### config.mk
export PLATFORM = sky130hd
export DESIGN_NAME = spi_flash_sched
export DESIGN_NICKNAME = d
export VERILOG_FILES = /design/src/rtl/spi_flash_pkg.sv /design/src/rtl/rr_arbiter.sv /design/src/rtl/spi_flash_sched.sv
export SDC_FILE = /design/constraint.sdc
export NUM_CORES = 1
export LEC_CHECK = 0
export ABC_AREA = 1
export CAP_MARGIN = 20
export CELL_PAD_IN_SITES_DETAIL_PLACEMENT = 2
export CELL_PAD_IN_SITES_GLOBAL_PLACEMENT = 2
export CORE_MARGIN = 8
export CORE_UTILIZATION = 31
export CTS_CLUSTER_DIAMETER = 200
export DETAILED_ROUTE_END_ITERATION = 10
export DONT_BUFFER_PORTS = 1
export PLACE_DENSITY = 0.83
export SLEW_MARGIN = 20
export SYNTH_ARGS = -nofsm -noshare
export SYNTH_HDL_FRONTEND = slang
export SYNTH_HIERARCHICAL = 1
export SYNTH_SLANG_ARGS = --single-unit
### constraint.sdc
create_clock -name p_clk -period 1.55 [get_ports p_clk]
set_input_delay 0.2325 -clock p_clk [delete_from_list [all_inputs] [get_ports p_clk]]
set_output_delay 0.2325 -clock p_clk [all_outputs]
set_load 0.005 [all_outputs]
### src/rtl/spi_flash_pkg.sv
// ============================================================================
// Module  : spi_flash_pkg
// Brief   : Shared opcodes, frame geometry and FSM state encoding for spi_flash_sched
// Revision: 1.0 - initial release
// ============================================================================
`default_nettype none

package spi_flash_pkg;

  localparam logic [7:0] OP_READ      = 8'h03;
  localparam logic [7:0] OP_PAGE_PROG = 8'h02;
  localparam logic [7:0] OP_WREN      = 8'h06;

  localparam int FRAME_BYTES = 8;
  localparam int ADDR_BYTES  = 3;
  localparam int DATA_BYTES  = 4;

  typedef enum logic [2:0] {
    ST_IDLE  = 3'd0,
    ST_ARB   = 3'd1,
    ST_SHIFT = 3'd2,
    ST_DONE  = 3'd3,
    ST_GAP   = 3'd4
  } state_e;

endpackage

`default_nettype wire

### src/rtl/rr_arbiter.sv
// ============================================================================
// Module  : rr_arbiter
// Brief   : NREQ-wide round-robin pick; pointer moves to the winner on update
// Revision: 1.0 - initial release
// ============================================================================
`default_nettype none

module rr_arbiter #(
  parameter int NREQ = 2
) (
  input  logic            clk,
  input  logic            rst_n,
  input  logic [NREQ-1:0] req,
  input  logic            update,
  output logic [NREQ-1:0] grant,
  output logic            any
);

  localparam int IW = (NREQ > 1) ? $clog2(NREQ) : 1;

  logic [IW-1:0] ptr;
  logic [IW-1:0] grant_idx;
  int            cand;

  assign any = |req;

  // Walk from the farthest candidate to the nearest so the first valid
  // index after the pointer is the last one written.
  always_comb begin
    grant_idx = ptr;
    cand      = 0;
    for (int k = NREQ; k >= 1; k--) begin
      cand = (int'(ptr) + k) % NREQ;
      if (req[cand[IW-1:0]]) grant_idx = cand[IW-1:0];
    end
    grant = '0;
    if (any) grant[grant_idx] = 1'b1;
  end

  always_ff @(posedge clk or negedge rst_n) begin
    if (!rst_n) ptr <= IW'(NREQ - 1);
    else if (update && any) ptr <= grant_idx;
  end

endmodule

`default_nettype wire

### src/rtl/spi_flash_sched.sv
// ============================================================================
// Module  : spi_flash_sched
// Brief   : Round-robin scheduler framing one 8-byte SPI NOR transaction per grant.
//           Optional macro SPI_FLASH_SCHED_WREN_EN prefixes writes with a 0x06 frame.
// Revision: 1.0 - initial release
// ============================================================================
`default_nettype none

module spi_flash_sched
  import spi_flash_pkg::*;
#(
  parameter int NREQ       = 2,
  parameter int CLK_DIV    = 2,
  parameter int GAP_CYCLES = 4
) (
  input  logic               p_clk,
  input  logic               p_reset_n,
  input  logic [NREQ-1:0]    req_valid,
  input  logic [NREQ-1:0]    req_write,
  input  logic [24*NREQ-1:0] req_addr,
  input  logic [32*NREQ-1:0] req_wdata,
  output logic [NREQ-1:0]    req_ready,
  output logic [NREQ-1:0]    rsp_valid,
  output logic [31:0]        rsp_rdata,
  output logic               busy,
  output logic               s_clk,
  output logic               s_css,
  output logic [7:0]         s_mosi,
  input  logic [7:0]         s_miso
);

  localparam int PW = $clog2(2 * CLK_DIV);
  localparam int GW = $clog2(GAP_CYCLES + 1);

`ifdef SPI_FLASH_SCHED_WREN_EN
  localparam bit WREN_ON = 1'b1;
`else
  localparam bit WREN_ON = 1'b0;
`endif

  state_e          state;
  logic [PW-1:0]   phase;
  logic [2:0]      byte_cnt;
  logic [GW-1:0]   gap_cnt;
  logic [63:0]     frame;
  logic            is_write;
  logic            wren_pend;
  logic [NREQ-1:0] owner_oh;
  logic [31:0]     rd_shift;

  logic [NREQ-1:0] grant;
  logic            any_req;
  logic            win_write;
  logic [23:0]     win_addr;
  logic [31:0]     win_wdata;
  logic            last_phase;
  logic            sample;
  logic [31:0]     shift_next;

  rr_arbiter #(.NREQ(NREQ)) u_arb (
    .clk    (p_clk),
    .rst_n  (p_reset_n),
    .req    (req_valid),
    .update (state == ST_ARB),
    .grant  (grant),
    .any    (any_req)
  );

  always_comb begin
    win_write = 1'b0;
    win_addr  = '0;
    win_wdata = '0;
    for (int i = 0; i < NREQ; i++) begin
      if (grant[i]) begin
        win_write = req_write[i];
        win_addr  = req_addr[24*i +: 24];
        win_wdata = req_wdata[32*i +: 32];
      end
    end
  end

  assign last_phase = (phase == PW'(2 * CLK_DIV - 1));
  // Read data bytes are captured on the first s_clk-high cycle of bytes 4..7.
  assign sample     = (state == ST_SHIFT) && (phase == PW'(CLK_DIV)) && byte_cnt[2]
                      && !is_write && !wren_pend;
  assign shift_next = sample ? {rd_shift[23:0], s_miso} : rd_shift;

  assign busy      = (state != ST_IDLE);
  assign s_css     = (state != ST_SHIFT);
  assign s_clk     = (state == ST_SHIFT) && (phase >= PW'(CLK_DIV));
  assign s_mosi    = (state != ST_SHIFT) ? 8'h00 : (wren_pend ? OP_WREN : frame[63:56]);
  assign req_ready = (state == ST_ARB) ? grant : '0;
  assign rsp_valid = (state == ST_DONE && !wren_pend) ? owner_oh : '0;

  always_ff @(posedge p_clk or negedge p_reset_n) begin
    if (!p_reset_n) begin
      state     <= ST_IDLE;
      phase     <= '0;
      byte_cnt  <= '0;
      gap_cnt   <= '0;
      frame     <= '0;
      is_write  <= 1'b0;
      wren_pend <= 1'b0;
      owner_oh  <= '0;
      rd_shift  <= '0;
      rsp_rdata <= '0;
    end else begin
      case (state)
        ST_IDLE: if (any_req) state <= ST_ARB;
        ST_ARB: begin
          if (any_req) begin
            is_write  <= win_write;
            owner_oh  <= grant;
            frame     <= {win_write ? OP_PAGE_PROG : OP_READ, win_addr,
                          win_write ? win_wdata : 32'h0};
            wren_pend <= WREN_ON && win_write;
            rd_shift  <= '0;
            phase     <= '0;
            byte_cnt  <= '0;
            state     <= ST_SHIFT;
          end else begin
            state <= ST_IDLE;
          end
        end
        ST_SHIFT: begin
          rd_shift <= shift_next;
          if (last_phase) begin
            phase <= '0;
            if (wren_pend) begin
              state <= ST_DONE;
            end else begin
              frame    <= {frame[55:0], 8'h00};
              byte_cnt <= byte_cnt + 3'd1;
              if (byte_cnt == 3'd7) begin
                state     <= ST_DONE;
                rsp_rdata <= is_write ? 32'h0 : shift_next;
              end
            end
          end else begin
            phase <= phase + 1'b1;
          end
        end
        ST_DONE: begin
          gap_cnt <= '0;
          state   <= ST_GAP;
        end
        ST_GAP: begin
          if (gap_cnt == GW'(GAP_CYCLES - 1)) begin
            gap_cnt <= '0;
            // After the write-enable frame, the real program frame follows.
            if (wren_pend) begin
              wren_pend <= 1'b0;
              state     <= ST_SHIFT;
            end else begin
              state <= ST_IDLE;
            end
          end else begin
            gap_cnt <= gap_cnt + 1'b1;
          end
        end
        default: state <= ST_IDLE;
      endcase
    end
  end

endmodule

`default_nettype wire
Word-level counts from Yosys, hierarchy flattened
Cells that the tools add are included.
Widths: inputs -> output; s select.
Operators by class
  $add $sub $neg: 5
  $lt $le $gt $ge: 5
  eq/ne operators: 15
  mux-type cells: 49
  bitwise logic cells: 1
  reduce and logical (&&, ||, !) cells: 22
Operators with widths (count)
  $mux 32: 6
  $mux 64: 3
  $pmux 64 s2: 1
  $pmux 32 s2: 1
  $mux 24: 2
  $mux 3: 9
  $mux 8: 2
  $pmux 3 s5: 1
  $mux 2: 7
  $mux 1: 12
  $pmux 3 s2: 2
  $reduce_and 4->1: 3
  $eq 3x2->1 const B: 3
  $logic_and 1x1->1: 8
  $ne 2x2->1 const B: 4
  $add 3x1->3 const B: 2
  $eq 3x3->1 const B: 2
  $lt 1x2->1 const B: 3
  $ne 3x2->1 const B: 2
  $reduce_bool 2->1: 3
  $eq 2x2->1 const B: 2
  $pmux 2 s2: 1
  $reduce_and 2->1: 2
  $eq 3x1->1 const B: 1
  other kinds (13): 15
Word-level totals
  flip-flop bits (word level): 144
  output and inout bits: 47

Depth between registers and ports, before layout
  depth after elaboration: 15
  gate-level depth with buffers: 12

By module
Netlist, hierarchy kept.
By module, submodules not included
  spi_flash_sched: instances 1, cells each 1098, area an instance 7592.3 sq um, seq. area each 3553.4 sq um
  rr_arbiter: instances 1, cells each 11, area an instance 67.6 sq um, seq. area each 26.3 sq um

Worst setup path before layout
OpenSTA, ideal clock, no wires.
  path kind: flip-flop to flip-flop
  start: register u_arb.ptr
  end: register frame[21]
  library setup time: 65 ps
  data arrival time: 1592 ps
  slack: -107 ps
  stages on the path, launching flop included: 11
  path buffers: 2
  period minus slack after synthesis: 1657 ps
  path through: dfstp_2 -> inv_1 -> a21oi_1 -> buf_2 -> nand3_1 -> nand2_1 -> clkbuf_1 -> nand3_1 -> nand2_1 -> nand2_1 -> nand2_1
Between the ends
  cells in the longest elaborated chain, start to end: 15
  elaborated cells on any way between the ends: 21
  classes of those cells: add/sub (2); order compare (2); mux (16); reduce/logical (1)
Ends and longest elaborated chain
  start, declared: RTL line rr_arbiter.sv:21  | logic [IW-1:0] ptr;
  start signal, assigned: RTL line rr_arbiter.sv:41  | if (!rst_n) ptr <= IW'(NREQ - 1);
  start signal, assigned: RTL line rr_arbiter.sv:42  | else if (update && any) ptr <= grant_idx;
  $add 1x1->1: RTL line rr_arbiter.sv:33  | cand = (int'(ptr) + k) % NREQ;
  $mux 1 (not written as such) (2 in series): RTL line rr_arbiter.sv:34  | if (req[cand[IW-1:0]]) grant_idx = cand[IW-1:0];
  $mux 1: RTL line rr_arbiter.sv:34
  $mux 1 (*): RTL line rr_arbiter.sv:34
  $lt 1x2->1 (not written as such) / $ge 1x1->1 (equally long branches): RTL line rr_arbiter.sv:37  | if (any) grant[grant_idx] = 1'b1;
  $logic_and 1x1->1 (not written as such): RTL line rr_arbiter.sv:37
  $mux 1 (not written as such): RTL line rr_arbiter.sv:37
  $demux 1 s1 (*)
  $mux 2 (*): RTL line rr_arbiter.sv:37
  named net grant[0]: RTL line spi_flash_sched.sv:51  | logic [NREQ-1:0] grant;
  $mux 32 / $mux 1 (equally long branches) (2 in series): RTL line spi_flash_sched.sv:74  | if (grant[i]) begin
  $mux 32 (*): RTL line spi_flash_sched.sv:115  | win_write ? win_wdata : 32'h0};
  $mux 64 (*): RTL line spi_flash_sched.sv:111  | if (any_req) begin
  $pmux 64 s2 (*): RTL line spi_flash_sched.sv:108  | case (state)
  end signal, assigned: RTL line spi_flash_sched.sv:114  | frame <= {win_write ? OP_PAGE_PROG : OP_READ, win_addr,
  end signal, assigned: RTL line spi_flash_sched.sv:132  | frame <= {frame[55:0], 8'h00};
  end, declared: RTL line spi_flash_sched.sv:45  | logic [63:0] frame;
The timed path passes the listed nets; every way through them passes the cells marked *. The select of a mux whose other input is x is not followed.
A chain may end at the register's enable or synchronous reset.

Final worst setup path
  start: register state[0]
  end: register rsp_rdata[29]
Between the ends
  cells in the longest elaborated chain, start to end: 7
  elaborated cells on any way between the ends: 8
  classes of those cells: eq/ne (1); mux (2); reduce/logical (5)
Ends and longest elaborated chain
  start, declared: RTL line spi_flash_sched.sv:41  | state_e state;
  start signal, assigned: RTL line spi_flash_sched.sv:97  | state <= ST_IDLE;
  start signal, assigned: RTL line spi_flash_sched.sv:109  | ST_IDLE: if (any_req) state <= ST_ARB;
  start signal, assigned: RTL line spi_flash_sched.sv:120  | state <= ST_SHIFT;
  $eq 3x2->1 (*): RTL line spi_flash_sched.sv:84, spi_flash_sched.sv:108
  $logic_and 1x1->1 (2 in series): RTL line spi_flash_sched.sv:84  | assign sample = (state == ST_SHIFT) && (phase == PW'(CLK_DIV)) && byte_cnt[2]
  $logic_and 1x1->1 (2 in series): RTL line spi_flash_sched.sv:85  | && !is_write && !wren_pend;
  $mux 32: RTL line spi_flash_sched.sv:86  | assign shift_next = sample ? {rd_shift[23:0], s_miso} : rd_shift;
  $mux 32: RTL line spi_flash_sched.sv:136  | rsp_rdata <= is_write ? 32'h0 : shift_next;
  end signal, assigned: RTL line spi_flash_sched.sv:136
  end, declared: RTL line spi_flash_sched.sv:24  | output logic [31:0] rsp_rdata,
Every way passes the cells marked *; elsewhere a longest branch is shown, timed or not.

==> out/metrics.cfg <==
[floorplanning]
die_w_microns = 173.2
placeableCoreArea_sq_um = 24320
initial_core_util_pct = 31.50
fp-row-count = 57
dieHeight_microns = 173.2
num_io_pins = 173
die_area_sq_um = 29990

[logic_synthesis]
synth_area_per_cell_sq_um = 6.907
yosysSeqAreaShare_pct = 46.73
postSynthCellCount = 1109
syn_nets = 1240
synthDistinctLibCells = 25
yosys_register_bits = 143
ys_warn_count = 6
syn_area_sq_um = 7660

[critical_path]
cpLargestDelayFamily = simple AND/OR/NAND/NOR gates
worstSetupStartpointType = flip-flop
max_stage_delay_ns = 0.45
crit_path_cell_trace = nor2_4, buf_4, buf_6, nand4_1, nor2_4, buf_6, buf_12, nand3_2, nand2_1
ff2ff_setup_slack_ns = -0.37
critPathCaptureType = flip-flop
cp_num_buf_inv = 4
crit_required_ns = 1.95
arrival_ns = 2.32
path_class = reg2reg
crit_fanout = 8
crit_path_top_delay_cell = dfrtp_2

[pwr]
p_leak_nw = 5.938
ir_drop_v = 0.001034
power_density_nw_per_um2 = 1864

[placed_design]
placed_cell_area_sq_um = 8354
hpwl_mm = 18.72
portBuffers = 0
dp.cells = 1420
place_congestion = 0.7710

[timing]
worst_pin_slew_ns = 0.4515
rsz0062_at_grt = yes
post-route-period-util_pct = 123.7
hold_viol = 143
worst_slack_ns = -0.3681
finClkSkew_ns = 0.01978
max_clock_freq_mhz = 521.4
fin_tns_setup_ns = -35.62
slew_headroom_pct = 69.58
whs_ns = -0.5539
finalSetupViolCount = 153
drv_slew = 0
layout_min_cycle_time_ns = 1.918

[global_routing]
grt_usage_pct = 25.35
antenna_found_initial = 1
grt_pass1_wl_mm = 59.01
gr-total-overflow = 0
grt_max_degree = 144
grt_pass1_vias = 9513

[job]
max_cap_violations = 0

[route]
vias_per_cell = 5.761
drc_errors = 0
first_pass_iters = 4
wirelength_mm = 50.64
detail-route-antenna-nets = 0
met2_length_mm = 26.05
highest_layer = met4
dr_wl_met3_mm = 2.470
via_count = 8924
wire_per_inst_microns = 32.69
drtIter0Drc = 647
wl_met1_mm = 18.02

[hold_path]
min_path_type = in2async

[final_layout]
final_common_cell = nand2_1
syn2layout_area_growth_pct = 62.48
fin_util_pct = 51.18
final_layout_size_suffix_gt1_share_pct = 38.40
final_area_sq_um = 12450
final_nets = 1342
final_cell_mix = 493 x nand2_1, 139 x dfrtp_1, 100 x nand2_2
fin_cells = 1549

[clocking]
clock_sinks = 143
htree_levels = 4
ctsHoldBuffers = 2
clk_pin_slew_ns = 0.08
clock_path_buffers = 2
tritoncts = yes
clk_latency_ns = 0.48
root_buffer = clkbuf_16
cts_buffers = 17

[outcome]
violations = negative hold slack, negative setup slack
status = finished with violations

-- logic make-up after synthesis --
family                   Yosys count  share of synthesized area (%)
AND/OR/NAND/NOR                  813                          42.99
flip-flops                       143                          46.73
buffers and inverters            125                          7.612
AO/OA/AOI/OAI                     23                          1.846
adder cells (fa/ha/maj)            5                         0.8167
-- metal layers --
metal  vias to the layer above  track usage, %
met5                         -               0
met4                         0           13.83
met3                       225           5.075
met2                       441           45.19
met1                      4582           27.95
li1                       3676               -
-- timing repair --
item                                    in CTS  in global routing
resized for setup                          235                273
endpoints found under the setup margin     147                152
hold endpoints to repair                   144                143
setup buffers                               37                 31
pin swaps                                   52                107
cloned                                      21                 19
-- Yosys cell counts --
master    instances  area, sq um
inv_1            55        206.5
ha_1              5        62.56
inv_2             4        15.01
nand4_2           1        12.51
o21ai_0           9        45.04
a21boi_0          9        67.56
buf_4             8        60.06
buf_2            31        155.2
nand3b_1          9        67.56
nand2_2           2        12.51
buf_6             6        67.56
a21oi_1           3        15.01
a21oi_2           1        8.760
nor2_2            1        6.260
nor3_1            2        10.01
dfstp_2           1        26.28
o21ai_1           1        5.000
buf_1             2        7.510
nand2_1         621         2331
clkinv_1          1        3.750
nand4_1           1        6.260
nor2_1           27        101.4
clkbuf_1         18        67.56
nand3_1         149        745.7
dfrtp_1         142         3553
-- through the flow --
step / hold WS, ns / setup WS (ns) / total power [mW]
final: -0.5539 / -0.3681 / 23.20
after global placement: -0.05745 / -0.09404 / 11.05
after floorplan: -0.06309 / -0.01333 / 9.139
after global routing: -0.5723 / -0.3947 / 23.84
after detailed placement: -0.05275 / -0.2135 / 11.41
after CTS: -0.5222 / -0.2302 / 18.92
-- final timing paths --
path,start,endpoint,cells after the start
max,state[0],rsp_rdata[29],9
min,p_reset_n,rsp_rdata[25],0
max reg2reg,state[0],rsp_rdata[29],9
min reg2reg,frame[43],frame[43],2
max in group asynchronous,p_reset_n,frame[27],0
min in group p_clk,s_miso[6],rsp_rdata[6],3
-- layout make-up --
class                           instances  area, sq um
Clock buffer                           17        425.4
Sequential cell                       143         3583
Multi-Input combinational cell        841         5234
Antenna cell                            1        2.502
Inverter                               60        261.5
Tap cell                              324        405.4
Timing Repair Buffer                  148         2371
Fill cell                            2510        11870
Clock inverter                         15        162.7
-- state kept, by name (all words and copies together) (netlist names) --
| register | cells |
|---|---|
| is_write | 1 |
| state | 3 |
| byte_cnt | 3 |
| frame | 64 |
| rsp_rdata | 32 |
| rd_shift | 32 |
| owner_oh | 2 |
| u_arb/ptr | 1 |
| gap_cnt | 3 |
| phase | 2 |
-- where the power goes --
part	switching (mW)	internal, mW	total (mW)
clock	2.21	2.30	4.51
sequential	0.964	4.75	5.72
combinational	7.55	5.42	13.0
total	10.7	12.5	23.2
Note: power is estimated with default switching activity, not from simulation.
